[config.mk]
export PLATFORM = sky130hd
export DESIGN_NAME = trap_ctrl_flat
export DESIGN_NICKNAME = d
export VERILOG_FILES = /design/src/rtl/trap_ctrl_pkg.sv /design/src/rtl/trap_ctrl_if.sv /design/src/rtl/trap_cause_enc.sv /design/src/rtl/trap_ctrl.sv /design/src/flat_wrapper.sv
export SDC_FILE = /design/constraint.sdc
export NUM_CORES = 1
export LEC_CHECK = 0
export CELL_PAD_IN_SITES_DETAIL_PLACEMENT = 1
export CELL_PAD_IN_SITES_GLOBAL_PLACEMENT = 1
export CORE_MARGIN = 1.5
export CORE_UTILIZATION = 31
export CTS_BUF_LIST = sky130_fd_sc_hd__clkbuf_16
export DETAILED_ROUTE_END_ITERATION = 6
export GPL_ROUTABILITY_DRIVEN = 0
export PLACE_DENSITY = 0.82
export SLEW_MARGIN = 15
export SYNTH_ARGS = -nofsm -noshare
export SYNTH_HDL_FRONTEND = slang
export SYNTH_SLANG_ARGS = --single-unit
[constraint.sdc]
create_clock -name clk -period 2.9 [get_ports clk]
set_input_delay 0.435 -clock clk [delete_from_list [all_inputs] [get_ports clk]]
set_output_delay 0.435 -clock clk [all_outputs]
set_load 0.1 [all_outputs]
[src/rtl/trap_ctrl_pkg.sv]
`default_nettype none
// ============================================================================
// Module      : trap_ctrl_pkg
// Description : Shared widths, CSR addresses, trap cause codes, the encoded
//               trap request type and the mtvec target helper used by the
//               machine-mode trap sequencer.
// Revision    : 1.0  initial release
// ============================================================================
package trap_ctrl_pkg;

    localparam int REG_BUS      = 32;
    localparam int CSR_ADDR_BUS = 12;

    // CSR addresses reached through the trap-side channel
    localparam logic [CSR_ADDR_BUS-1:0] CSR_MSTATUS = 12'h300;
    localparam logic [CSR_ADDR_BUS-1:0] CSR_MTVEC   = 12'h305;
    localparam logic [CSR_ADDR_BUS-1:0] CSR_MEPC    = 12'h341;
    localparam logic [CSR_ADDR_BUS-1:0] CSR_MCAUSE  = 12'h342;
    localparam logic [CSR_ADDR_BUS-1:0] CSR_MTVAL   = 12'h343;

    // mcause values; bit 31 marks an interrupt
    localparam logic [REG_BUS-1:0] TRAP_CAUSE_ILLEGAL = 32'h0000_0002;
    localparam logic [REG_BUS-1:0] TRAP_CAUSE_EBREAK  = 32'h0000_0003;
    localparam logic [REG_BUS-1:0] TRAP_CAUSE_ECALL   = 32'h0000_000B;
    localparam logic [REG_BUS-1:0] TRAP_CAUSE_EXT     = 32'h8000_000B;
    localparam logic [REG_BUS-1:0] TRAP_CAUSE_SOFT    = 32'h8000_0003;
    localparam logic [REG_BUS-1:0] TRAP_CAUSE_TIMER   = 32'h8000_0007;

    // Result of cause arbitration for the instruction in execute
    typedef struct packed {
        logic               take;
        logic               is_mret;
        logic               is_irq;
        logic [REG_BUS-1:0] cause;
        logic [REG_BUS-1:0] tval;
    } trap_req_t;

    // Handler address from mtvec. Vectored mode (mode = 01) only offsets
    // interrupts; synchronous exceptions always land on the base.
    function automatic logic [REG_BUS-1:0] mtvec_target(
        input logic [REG_BUS-1:0] mtvec,
        input logic [4:0]         code,
        input logic               is_irq
    );
        logic [REG_BUS-1:0] base;
        base = {mtvec[31:2], 2'b00};
        if (is_irq && (mtvec[1:0] == 2'b01)) begin
            return base + {25'd0, code, 2'b00};
        end
        return base;
    endfunction

endpackage
`default_nettype wire

[src/rtl/trap_ctrl_if.sv]
`default_nettype none
// ============================================================================
// Module      : trap_ctrl_if
// Description : Trap-side CSR access channel between the trap sequencer
//               (master) and the CSR register file (slave).
//   trap_csr_we_o     master->slave  write enable
//   trap_csr_addr_o   master->slave  CSR address
//   trap_csr_wdata_o  master->slave  write data
//   trap_csr_rdata_i  slave->master  read data, combinational from address
// Revision    : 1.0  initial release
// ============================================================================
interface trap_ctrl_if;
    import trap_ctrl_pkg::*;

    logic                    trap_csr_we_o;
    logic [CSR_ADDR_BUS-1:0] trap_csr_addr_o;
    logic [REG_BUS-1:0]      trap_csr_wdata_o;
    logic [REG_BUS-1:0]      trap_csr_rdata_i;

    modport master (
        output trap_csr_we_o,
        output trap_csr_addr_o,
        output trap_csr_wdata_o,
        input  trap_csr_rdata_i
    );

    modport slave (
        input  trap_csr_we_o,
        input  trap_csr_addr_o,
        input  trap_csr_wdata_o,
        output trap_csr_rdata_i
    );

endinterface
`default_nettype wire

[src/rtl/trap_cause_enc.sv]
`default_nettype none
// ============================================================================
// Module      : trap_cause_enc
// Description : Combinational priority encoder for trap events.
//               illegal > ebreak > ecall > mret > interrupts; interrupts only
//               when the global enable is set, external > software > timer.
//   inst_valid_i          instruction at commit boundary
//   inst_pc_i / inst_i    PC and word of that instruction
//   *_i flags             decoder flags and masked interrupt requests
//   mie_i                 mstatus.MIE
//   req_o                 {take, is_mret, is_irq, cause, tval}
// Revision    : 1.0  initial release
// ============================================================================
module trap_cause_enc
    import trap_ctrl_pkg::*;
(
    input  wire logic               inst_valid_i,
    input  wire logic [REG_BUS-1:0] inst_pc_i,
    input  wire logic [REG_BUS-1:0] inst_i,
    input  wire logic               illegal_i,
    input  wire logic               ebreak_i,
    input  wire logic               ecall_i,
    input  wire logic               mret_i,
    input  wire logic               ex_trap_valid_i,
    input  wire logic               tcmp_trap_valid_i,
    input  wire logic               soft_trap_valid_i,
    input  wire logic               mie_i,
    output trap_req_t               req_o
);

    always_comb begin
        req_o = '0;
        if (inst_valid_i) begin
            if (illegal_i) begin
                req_o.take  = 1'b1;
                req_o.cause = TRAP_CAUSE_ILLEGAL;
                req_o.tval  = inst_i;
            end else if (ebreak_i) begin
                req_o.take  = 1'b1;
                req_o.cause = TRAP_CAUSE_EBREAK;
                req_o.tval  = inst_pc_i;
            end else if (ecall_i) begin
                req_o.take  = 1'b1;
                req_o.cause = TRAP_CAUSE_ECALL;
            end else if (mret_i) begin
                req_o.take    = 1'b1;
                req_o.is_mret = 1'b1;
            end else if (mie_i) begin
                if (ex_trap_valid_i) begin
                    req_o.take   = 1'b1;
                    req_o.is_irq = 1'b1;
                    req_o.cause  = TRAP_CAUSE_EXT;
                end else if (soft_trap_valid_i) begin
                    req_o.take   = 1'b1;
                    req_o.is_irq = 1'b1;
                    req_o.cause  = TRAP_CAUSE_SOFT;
                end else if (tcmp_trap_valid_i) begin
                    req_o.take   = 1'b1;
                    req_o.is_irq = 1'b1;
                    req_o.cause  = TRAP_CAUSE_TIMER;
                end
            end
        end
    end

endmodule
`default_nettype wire

[src/rtl/trap_ctrl.sv]
`default_nettype none
// ============================================================================
// Module      : trap_ctrl
// Description : Machine-mode trap sequencer. Accepts one trap/interrupt/mret
//               per idle cycle, stalls the pipeline, updates mepc, mcause,
//               mtval and mstatus one CSR access per cycle and redirects
//               fetch to the handler or the return address.
//   clk, rst_n                 clock, async active-low reset
//   inst_valid_i/pc/inst       instruction in execute
//   illegal/ebreak/ecall/mret  decoder flags
//   ex/tcmp/soft_trap_valid_i  masked interrupt requests
//   mstatus_MIE3_i, mepc_i     direct CSR values
//   trap_csr                   CSR access channel (master)
//   busy_o, jump_o, jump_addr_o  stall, redirect strobe, redirect target
// Revision    : 1.0  initial release
// ============================================================================
module trap_ctrl
    import trap_ctrl_pkg::*;
#(
    parameter logic [31:0] RESET_PC = 32'h0
) (
    input  wire logic               clk,
    input  wire logic               rst_n,
    input  wire logic               inst_valid_i,
    input  wire logic [REG_BUS-1:0] inst_pc_i,
    input  wire logic [REG_BUS-1:0] inst_i,
    input  wire logic               illegal_i,
    input  wire logic               ebreak_i,
    input  wire logic               ecall_i,
    input  wire logic               mret_i,
    input  wire logic               ex_trap_valid_i,
    input  wire logic               tcmp_trap_valid_i,
    input  wire logic               soft_trap_valid_i,
    input  wire logic               mstatus_MIE3_i,
    input  wire logic [REG_BUS-1:0] mepc_i,
    trap_ctrl_if.master             trap_csr,
    output logic                    busy_o,
    output logic                    jump_o,
    output logic [REG_BUS-1:0]      jump_addr_o
);

    typedef enum logic [3:0] {
        S_IDLE    = 4'd0,
        S_MEPC    = 4'd1,
        S_MCAUSE  = 4'd2,
        S_MTVAL   = 4'd3,
        S_MSTATUS = 4'd4,
        S_TJUMP   = 4'd5,
        S_RSTATUS = 4'd6,
        S_RJUMP   = 4'd7
    } state_t;

    state_t                  r_state;
    logic [REG_BUS-1:0]      r_cause;
    logic [REG_BUS-1:0]      r_epc;
    logic [REG_BUS-1:0]      r_tval;
    logic                    r_is_irq;
    logic                    r_we;
    logic [CSR_ADDR_BUS-1:0] r_addr;
    logic                    r_jump;
    trap_req_t               w_req;
    logic [REG_BUS-1:0]      w_rdata;

    trap_cause_enc u_cause_enc (
        .inst_valid_i      (inst_valid_i),
        .inst_pc_i         (inst_pc_i),
        .inst_i            (inst_i),
        .illegal_i         (illegal_i),
        .ebreak_i          (ebreak_i),
        .ecall_i           (ecall_i),
        .mret_i            (mret_i),
        .ex_trap_valid_i   (ex_trap_valid_i),
        .tcmp_trap_valid_i (tcmp_trap_valid_i),
        .soft_trap_valid_i (soft_trap_valid_i),
        .mie_i             (mstatus_MIE3_i),
        .req_o             (w_req)
    );

    assign w_rdata = trap_csr.trap_csr_rdata_i;

    // Sequencer plus event latches. we/addr/jump are registered alongside
    // the state so they are valid from the start of each step.
    always_ff @(posedge clk or negedge rst_n) begin
        if (!rst_n) begin
            r_state  <= S_IDLE;
            r_cause  <= '0;
            r_epc    <= '0;
            r_tval   <= '0;
            r_is_irq <= 1'b0;
            r_we     <= 1'b0;
            r_addr   <= '0;
            r_jump   <= 1'b0;
        end else begin
            case (r_state)
                S_IDLE: begin
                    if (w_req.take) begin
                        r_cause  <= w_req.cause;
                        r_epc    <= inst_pc_i;
                        r_tval   <= w_req.tval;
                        r_is_irq <= w_req.is_irq;
                        r_we     <= 1'b1;
                        if (w_req.is_mret) begin
                            r_state <= S_RSTATUS;
                            r_addr  <= CSR_MSTATUS;
                        end else begin
                            r_state <= S_MEPC;
                            r_addr  <= CSR_MEPC;
                        end
                    end
                end
                S_MEPC: begin
                    r_state <= S_MCAUSE;
                    r_addr  <= CSR_MCAUSE;
                end
                S_MCAUSE: begin
                    r_state <= S_MTVAL;
                    r_addr  <= CSR_MTVAL;
                end
                S_MTVAL: begin
                    r_state <= S_MSTATUS;
                    r_addr  <= CSR_MSTATUS;
                end
                S_MSTATUS: begin
                    // mtvec is only read, so the write strobe drops here
                    r_state <= S_TJUMP;
                    r_we    <= 1'b0;
                    r_addr  <= CSR_MTVEC;
                    r_jump  <= 1'b1;
                end
                S_RSTATUS: begin
                    r_state <= S_RJUMP;
                    r_we    <= 1'b0;
                    r_addr  <= '0;
                    r_jump  <= 1'b1;
                end
                S_TJUMP, S_RJUMP: begin
                    r_state <= S_IDLE;
                    r_addr  <= '0;
                    r_jump  <= 1'b0;
                end
                default: begin
                    r_state <= S_IDLE;
                    r_we    <= 1'b0;
                    r_addr  <= '0;
                    r_jump  <= 1'b0;
                end
            endcase
        end
    end

    // Write data is combinational because the mstatus updates are
    // read-modify-write of the value returned in the same cycle.
    always_comb begin
        trap_csr.trap_csr_wdata_o = '0;
        case (r_state)
            S_MEPC:    trap_csr.trap_csr_wdata_o = r_epc;
            S_MCAUSE:  trap_csr.trap_csr_wdata_o = r_cause;
            S_MTVAL:   trap_csr.trap_csr_wdata_o = r_tval;
            // MPIE <- MIE, MIE <- 0
            S_MSTATUS: trap_csr.trap_csr_wdata_o =
                           {w_rdata[31:8], w_rdata[3], w_rdata[6:4], 1'b0, w_rdata[2:0]};
            // MIE <- MPIE, MPIE <- 1
            S_RSTATUS: trap_csr.trap_csr_wdata_o =
                           {w_rdata[31:8], 1'b1, w_rdata[6:4], w_rdata[7], w_rdata[2:0]};
            default:   trap_csr.trap_csr_wdata_o = '0;
        endcase
    end

    always_comb begin
        jump_addr_o = RESET_PC;
        case (r_state)
            S_TJUMP: jump_addr_o = mtvec_target(w_rdata, r_cause[4:0], r_is_irq);
            S_RJUMP: jump_addr_o = mepc_i;
            default: jump_addr_o = RESET_PC;
        endcase
    end

    assign trap_csr.trap_csr_we_o   = r_we;
    assign trap_csr.trap_csr_addr_o = r_addr;
    assign jump_o                   = r_jump;
    // Combinational so the pipeline is held in the acceptance cycle itself
    assign busy_o                   = (r_state != S_IDLE) | w_req.take;

endmodule
`default_nettype wire
[src/flat_wrapper.sv]
// flat-port wrapper written by rule: the top's interface ports become plain ports
module trap_ctrl_flat import trap_ctrl_pkg::*;
#(
    parameter logic [31:0] RESET_PC = 32'h0
)
  (clk, rst_n, inst_valid_i, inst_pc_i, inst_i, illegal_i, ebreak_i, ecall_i, mret_i, ex_trap_valid_i, tcmp_trap_valid_i, soft_trap_valid_i, mstatus_MIE3_i, mepc_i, busy_o, jump_o, jump_addr_o, trap_csr_trap_csr_we_o, trap_csr_trap_csr_addr_o, trap_csr_trap_csr_wdata_o, trap_csr_trap_csr_rdata_i);
  trap_ctrl_if trap_csr_i ();
  input  wire logic clk;
  input  wire logic rst_n;
  input  wire logic inst_valid_i;
  input  wire logic [REG_BUS-1:0] inst_pc_i;
  input  wire logic [REG_BUS-1:0] inst_i;
  input  wire logic illegal_i;
  input  wire logic ebreak_i;
  input  wire logic ecall_i;
  input  wire logic mret_i;
  input  wire logic ex_trap_valid_i;
  input  wire logic tcmp_trap_valid_i;
  input  wire logic soft_trap_valid_i;
  input  wire logic mstatus_MIE3_i;
  input  wire logic [REG_BUS-1:0] mepc_i;
  output logic busy_o;
  output logic jump_o;
  output logic [REG_BUS-1:0] jump_addr_o;
  output wire logic [$bits(trap_csr_i.trap_csr_we_o)-1:0] trap_csr_trap_csr_we_o;
  output wire logic [$bits(trap_csr_i.trap_csr_addr_o)-1:0] trap_csr_trap_csr_addr_o;
  output wire logic [$bits(trap_csr_i.trap_csr_wdata_o)-1:0] trap_csr_trap_csr_wdata_o;
  input wire logic [$bits(trap_csr_i.trap_csr_rdata_i)-1:0] trap_csr_trap_csr_rdata_i;
  assign trap_csr_trap_csr_we_o = trap_csr_i.trap_csr_we_o;
  assign trap_csr_trap_csr_addr_o = trap_csr_i.trap_csr_addr_o;
  assign trap_csr_trap_csr_wdata_o = trap_csr_i.trap_csr_wdata_o;
  assign trap_csr_i.trap_csr_rdata_i = trap_csr_trap_csr_rdata_i;
  trap_ctrl #(.RESET_PC(RESET_PC)) u_core (.clk(clk), .rst_n(rst_n), .inst_valid_i(inst_valid_i), .inst_pc_i(inst_pc_i), .inst_i(inst_i), .illegal_i(illegal_i), .ebreak_i(ebreak_i), .ecall_i(ecall_i), .mret_i(mret_i), .ex_trap_valid_i(ex_trap_valid_i), .tcmp_trap_valid_i(tcmp_trap_valid_i), .soft_trap_valid_i(soft_trap_valid_i), .mstatus_MIE3_i(mstatus_MIE3_i), .mepc_i(mepc_i), .trap_csr(trap_csr_i), .busy_o(busy_o), .jump_o(jump_o), .jump_addr_o(jump_addr_o));
endmodule
==> run metrics <==
die boundary width=132 µm; Non-Filler Instances=between 1,000 and 1,500; Area contributors post-synth=sky130_fd_sc_hd__dfrtp_1 38%, sky130_fd_sc_hd__nand2_1 7.3%, sky130_fd_sc_hd__o21ai_0 6.8%, sky130_fd_sc_hd__mux2i_1 6.0%, sky130_fd_sc_hd__a22oi_1 4.9%; final-report hold violation count=0; CP bufs+invs=2; cell taking the most area after synthesis=sky130_fd_sc_hd__dfrtp_1; summed area of non-filler cells in the final layout=approximately 9700 µm²; P&R area growth vs syn=87.1%; data required time of the worst path=approximately 2.5 ns; setup violators final=19; Reg-to-Reg End=u_core.r_cause[3]; headroom to the max-slew limit=between 30 and 40%; total power=11.3 mW; Net Sw Power=~6 mW; first-pass GRT wire length=between 30,000 and 40,000 µm; Sum Neg Setup Slack=-2.95 ns; actual transition at the worst max-transition pin=about 1.0 ns; delay of the slowest critical-path stage=~0.44 ns; end point of the critical path=jump_addr_o[30]; Avg Cell Area, Syn=~9 µm²; full die area=between 15,000 and 20,000 µm²; number of design rule violations left after detail routing=0; DRC marker count from the first detailed-route iteration=about 260; worst path setup slack after routing=-0.299 ns; Min Clock Period, post-route=about 3.2 ns; Critical Path Source Type=register; pin count of the biggest net entering global routing=80; Comb pwr share=~72%; final cycle utilization of the critical path=110%; startpoint of the worst register-to-register path=u_core.r_state[0]; fraction of the yosys area taken by sequential cells=between 30% and 40%; core utilization of the finished layout=between 50% and 60%; number of antenna violations at the first check in global routing=5; highest-count cells in the layout ignoring fill and taps=108 x sky130_fd_sc_hd__clkdlybuf4s50_1, 101 x sky130_fd_sc_hd__nand2_1, 75 x sky130_fd_sc_hd__buf_4, 74 x sky130_fd_sc_hd__dfrtp_1, 71 x sky130_fd_sc_hd__buf_12; number of register bits inferred by synthesis=slightly below 80; share of total power in the clock network=about a tenth; dpl cell area=~9000 µm²; cells along the critical path=ha_4 > fa_2 > a211o_1 > o211ai_1 > clkbuf_16 > nor4_2 > xnor2_1 > a211oi_2 > buf_12; Clock Latency Late Sink=around 0.34 ns; clock tree skew after final layout=0.0143 ns; Core Box Area=between 15,000 and 20,000 µm²; CTS H-tree lvls=3; iteration count of the initial detailed-routing pass=4; setup repair after global routing missed its margin=true; cell count after placement=1,042; switching part of the total=a little over half; internal power=around 5 mW; post-detailed-route wirelength per cell=approximately 23 µm; Cell Area, Synth=5170 µm²; biggest fanout along the worst timing path=5; sequential power share=approximately 18%; clock transition at the registers of the reported paths=approximately 0.05 ns; Remaining Overflow, GRT=0; CP Launch Point=u_core.r_cause[0]; Layout Nets=slightly below 1,000; area share of the leading cell type in the synthesized netlist=between 30% and 40%; Ys Warns=0; Worst path top cell family by delay=compound AO/OA/AOI/OAI gates; total CTS buffers=9; Via-to-Cell Ratio=~5.4; Gate Count Post-Synth=around 590; height of the die=132 µm; static leakage=roughly 4.0 nW; worst r2r path cells=6; effective utilization at floorplan=31.5%; most common library cell in the layout ignoring fill and taps=sky130_fd_sc_hd__clkdlybuf4s50_1; Detailed Route WL=about 25,000 µm; reg-to-reg setup timing slack=0.85 ns; violations in the final reports=setup timing; global router's overall resource usage=roughly 27%; number of rows in the core area=47; via count=~5,800; total of max-cap violations=0; Post-synth ARST share=between 90% and 100%; Max stage delay cell, worst path=sky130_fd_sc_hd__dfrtp_2; Synth cell types=57; critical path depth=9; top-level I/O count=around 220; path class of the lowest-slack min-delay path=in -> async; PD cells=around 1200 nW/µm²; category of the most critical setup path=reg -> out; CTS Buffer Depth=2; Fmax achieved=about 0.31 GHz; hold buffers post-CTS=0; via count of the first global-routing pass=between 6,000 and 7,000; number of enable flip-flop cells after synthesis=0; detailed placer's ending HPWL=about 18,000 µm; post-route antenna net violation count=0; fraction of final layout cells with drive strength greater than 1=a little over a third; CP arrival=roughly 2.8 ns; TritonCTS clock tree=built; Peak supply drop=~1.1 mV; commonest register cell after synthesis=sky130_fd_sc_hd__dfrtp_1; clock root buffer master=sky130_fd_sc_hd__clkbuf_16; Worst setup EP type=primary output; CTS Sinks=79; Port-buffer cells=approximately 210; count of final max-slew check failures=0; status=finished, violations left
-- worst min-delay path by stage --
stage,from,end,slack [ns],cells past startpoint
floorplan,rst_n,u_core.jump_o,0.14,0
global placement,u_core.r_tval[30],u_core.r_tval[30],0.46,2
detailed placement,u_core.r_tval[5],u_core.r_tval[5],0.47,2
CTS,rst_n,u_core.r_epc[3],0.31,1
global route,rst_n,u_core.r_epc[4],0.36,1
finish,rst_n,u_core.r_epc[4],0.27,1
-- area by class of cell --
cell class,instances,area (µm²)
flip-flops and latches,79,1980
inverters,11,41.3
clock buffers,9,225
repair buffers,288,3410
well taps,220,275
diodes,5,12.5
clock inverters,6,56.3
multi-input cells,458,3670
fillers,1714,6740
-- cells by family (layout without fill, tap and decap cells) --
kind of cell / count (synthesis) / count (layout) / share of synthesized area, %
multiplexers: 64 / 64 / 13.2
other: 1 / 11 / 0.0726
flip-flops: 79 / 79 / 38.2
AND/OR/NAND/NOR: 189 / 189 / 17.8
AO/OA/AOI/OAI: 166 / 166 / 19.3
buffers and inverters: 59 / 314 / 5.28
adder cells (fa/ha/maj): 5 / 5 / 1.36
XOR/XNOR: 28 / 28 / 4.74
-- stage by stage --
| step | hold WS (ns) | setup slack, ns |
|---|---|---|
| floorplan | 0.139 | -0.681 |
| finish | 0.266 | -0.299 |
| CTS | 0.308 | -0.271 |
| detailed placement | 0.470 | -0.394 |
| global placement | 0.461 | -0.328 |
| global route | 0.360 | -0.373 |
-- power by group through the flow --
stage / Combinational [mW] / Sequential (mW) / Clock [mW]
after floorplan: 4.87 / 2.21 / 0
after global placement: 7.80 / 2.00 / 0
after detailed placement: 7.98 / 2.06 / 0
after CTS: 8.09 / 2.05 / 1.10
after global routing: 8.43 / 2.11 / 1.14
final: 8.16 / 2.06 / 1.08
-- metal layers --
metal / track usage (%) / share of wire [%] / vias up
met5: 0 / 0.045 / -
met1: 31.3 / 39 / 2915
met2: 49.9 / 53 / 228
met3: 3.65 / 4.0 / 67
met4: 11.7 / 4.0 / 2
li1: - / - / 2604
-- worst register-to-register path: cells and delay by family, from the launching register on --
family	cells	cell delay (ns)
AND/OR/NAND/NOR	2	0.53
AO/OA/AOI/OAI	2	0.49
flip-flops	1	0.44
buffers and inverters	2	0.44
-- state kept, by name, summed over array words and instances (netlist names) --
name and flops:
u_core.r_cause 5, u_core.jump_o 1, u_core.trap_csr.trap_csr_we_o 1, u_core.r_state 3
u_core.trap_csr.trap_csr_addr_o 5, u_core.r_epc 32, u_core.r_tval 32
-- repair_timing --
item	in CTS	in global routing
pin swaps	39	32
endpoints found under the hold margin	0	0
resized for setup	76	27
endpoints found under the setup margin	27	24
cloned	2	0
setup buffers	11	3
-- synthesized netlist by cell type (6+ instances only) --
cell type and number:
sky130_fd_sc_hd__nor4_2 6, sky130_fd_sc_hd__a211oi_1 11, sky130_fd_sc_hd__mux2_1 11, sky130_fd_sc_hd__a22oi_1 34
sky130_fd_sc_hd__clkbuf_1 28, sky130_fd_sc_hd__buf_4 9, sky130_fd_sc_hd__mux2i_1 31, sky130_fd_sc_hd__xnor2_1 27
sky130_fd_sc_hd__nor2_1 32, sky130_fd_sc_hd__a21o_1 6, sky130_fd_sc_hd__mux2_2 22, sky130_fd_sc_hd__o21ai_0 70
sky130_fd_sc_hd__buf_2 8, sky130_fd_sc_hd__o21ai_1 14, sky130_fd_sc_hd__dfrtp_1 79, sky130_fd_sc_hd__nand3_1 7
sky130_fd_sc_hd__a21oi_1 18, sky130_fd_sc_hd__nand2_1 101, sky130_fd_sc_hd__nor3_1 10, sky130_fd_sc_hd__inv_1 9
Note: power is estimated with default switching activity, not from simulation.
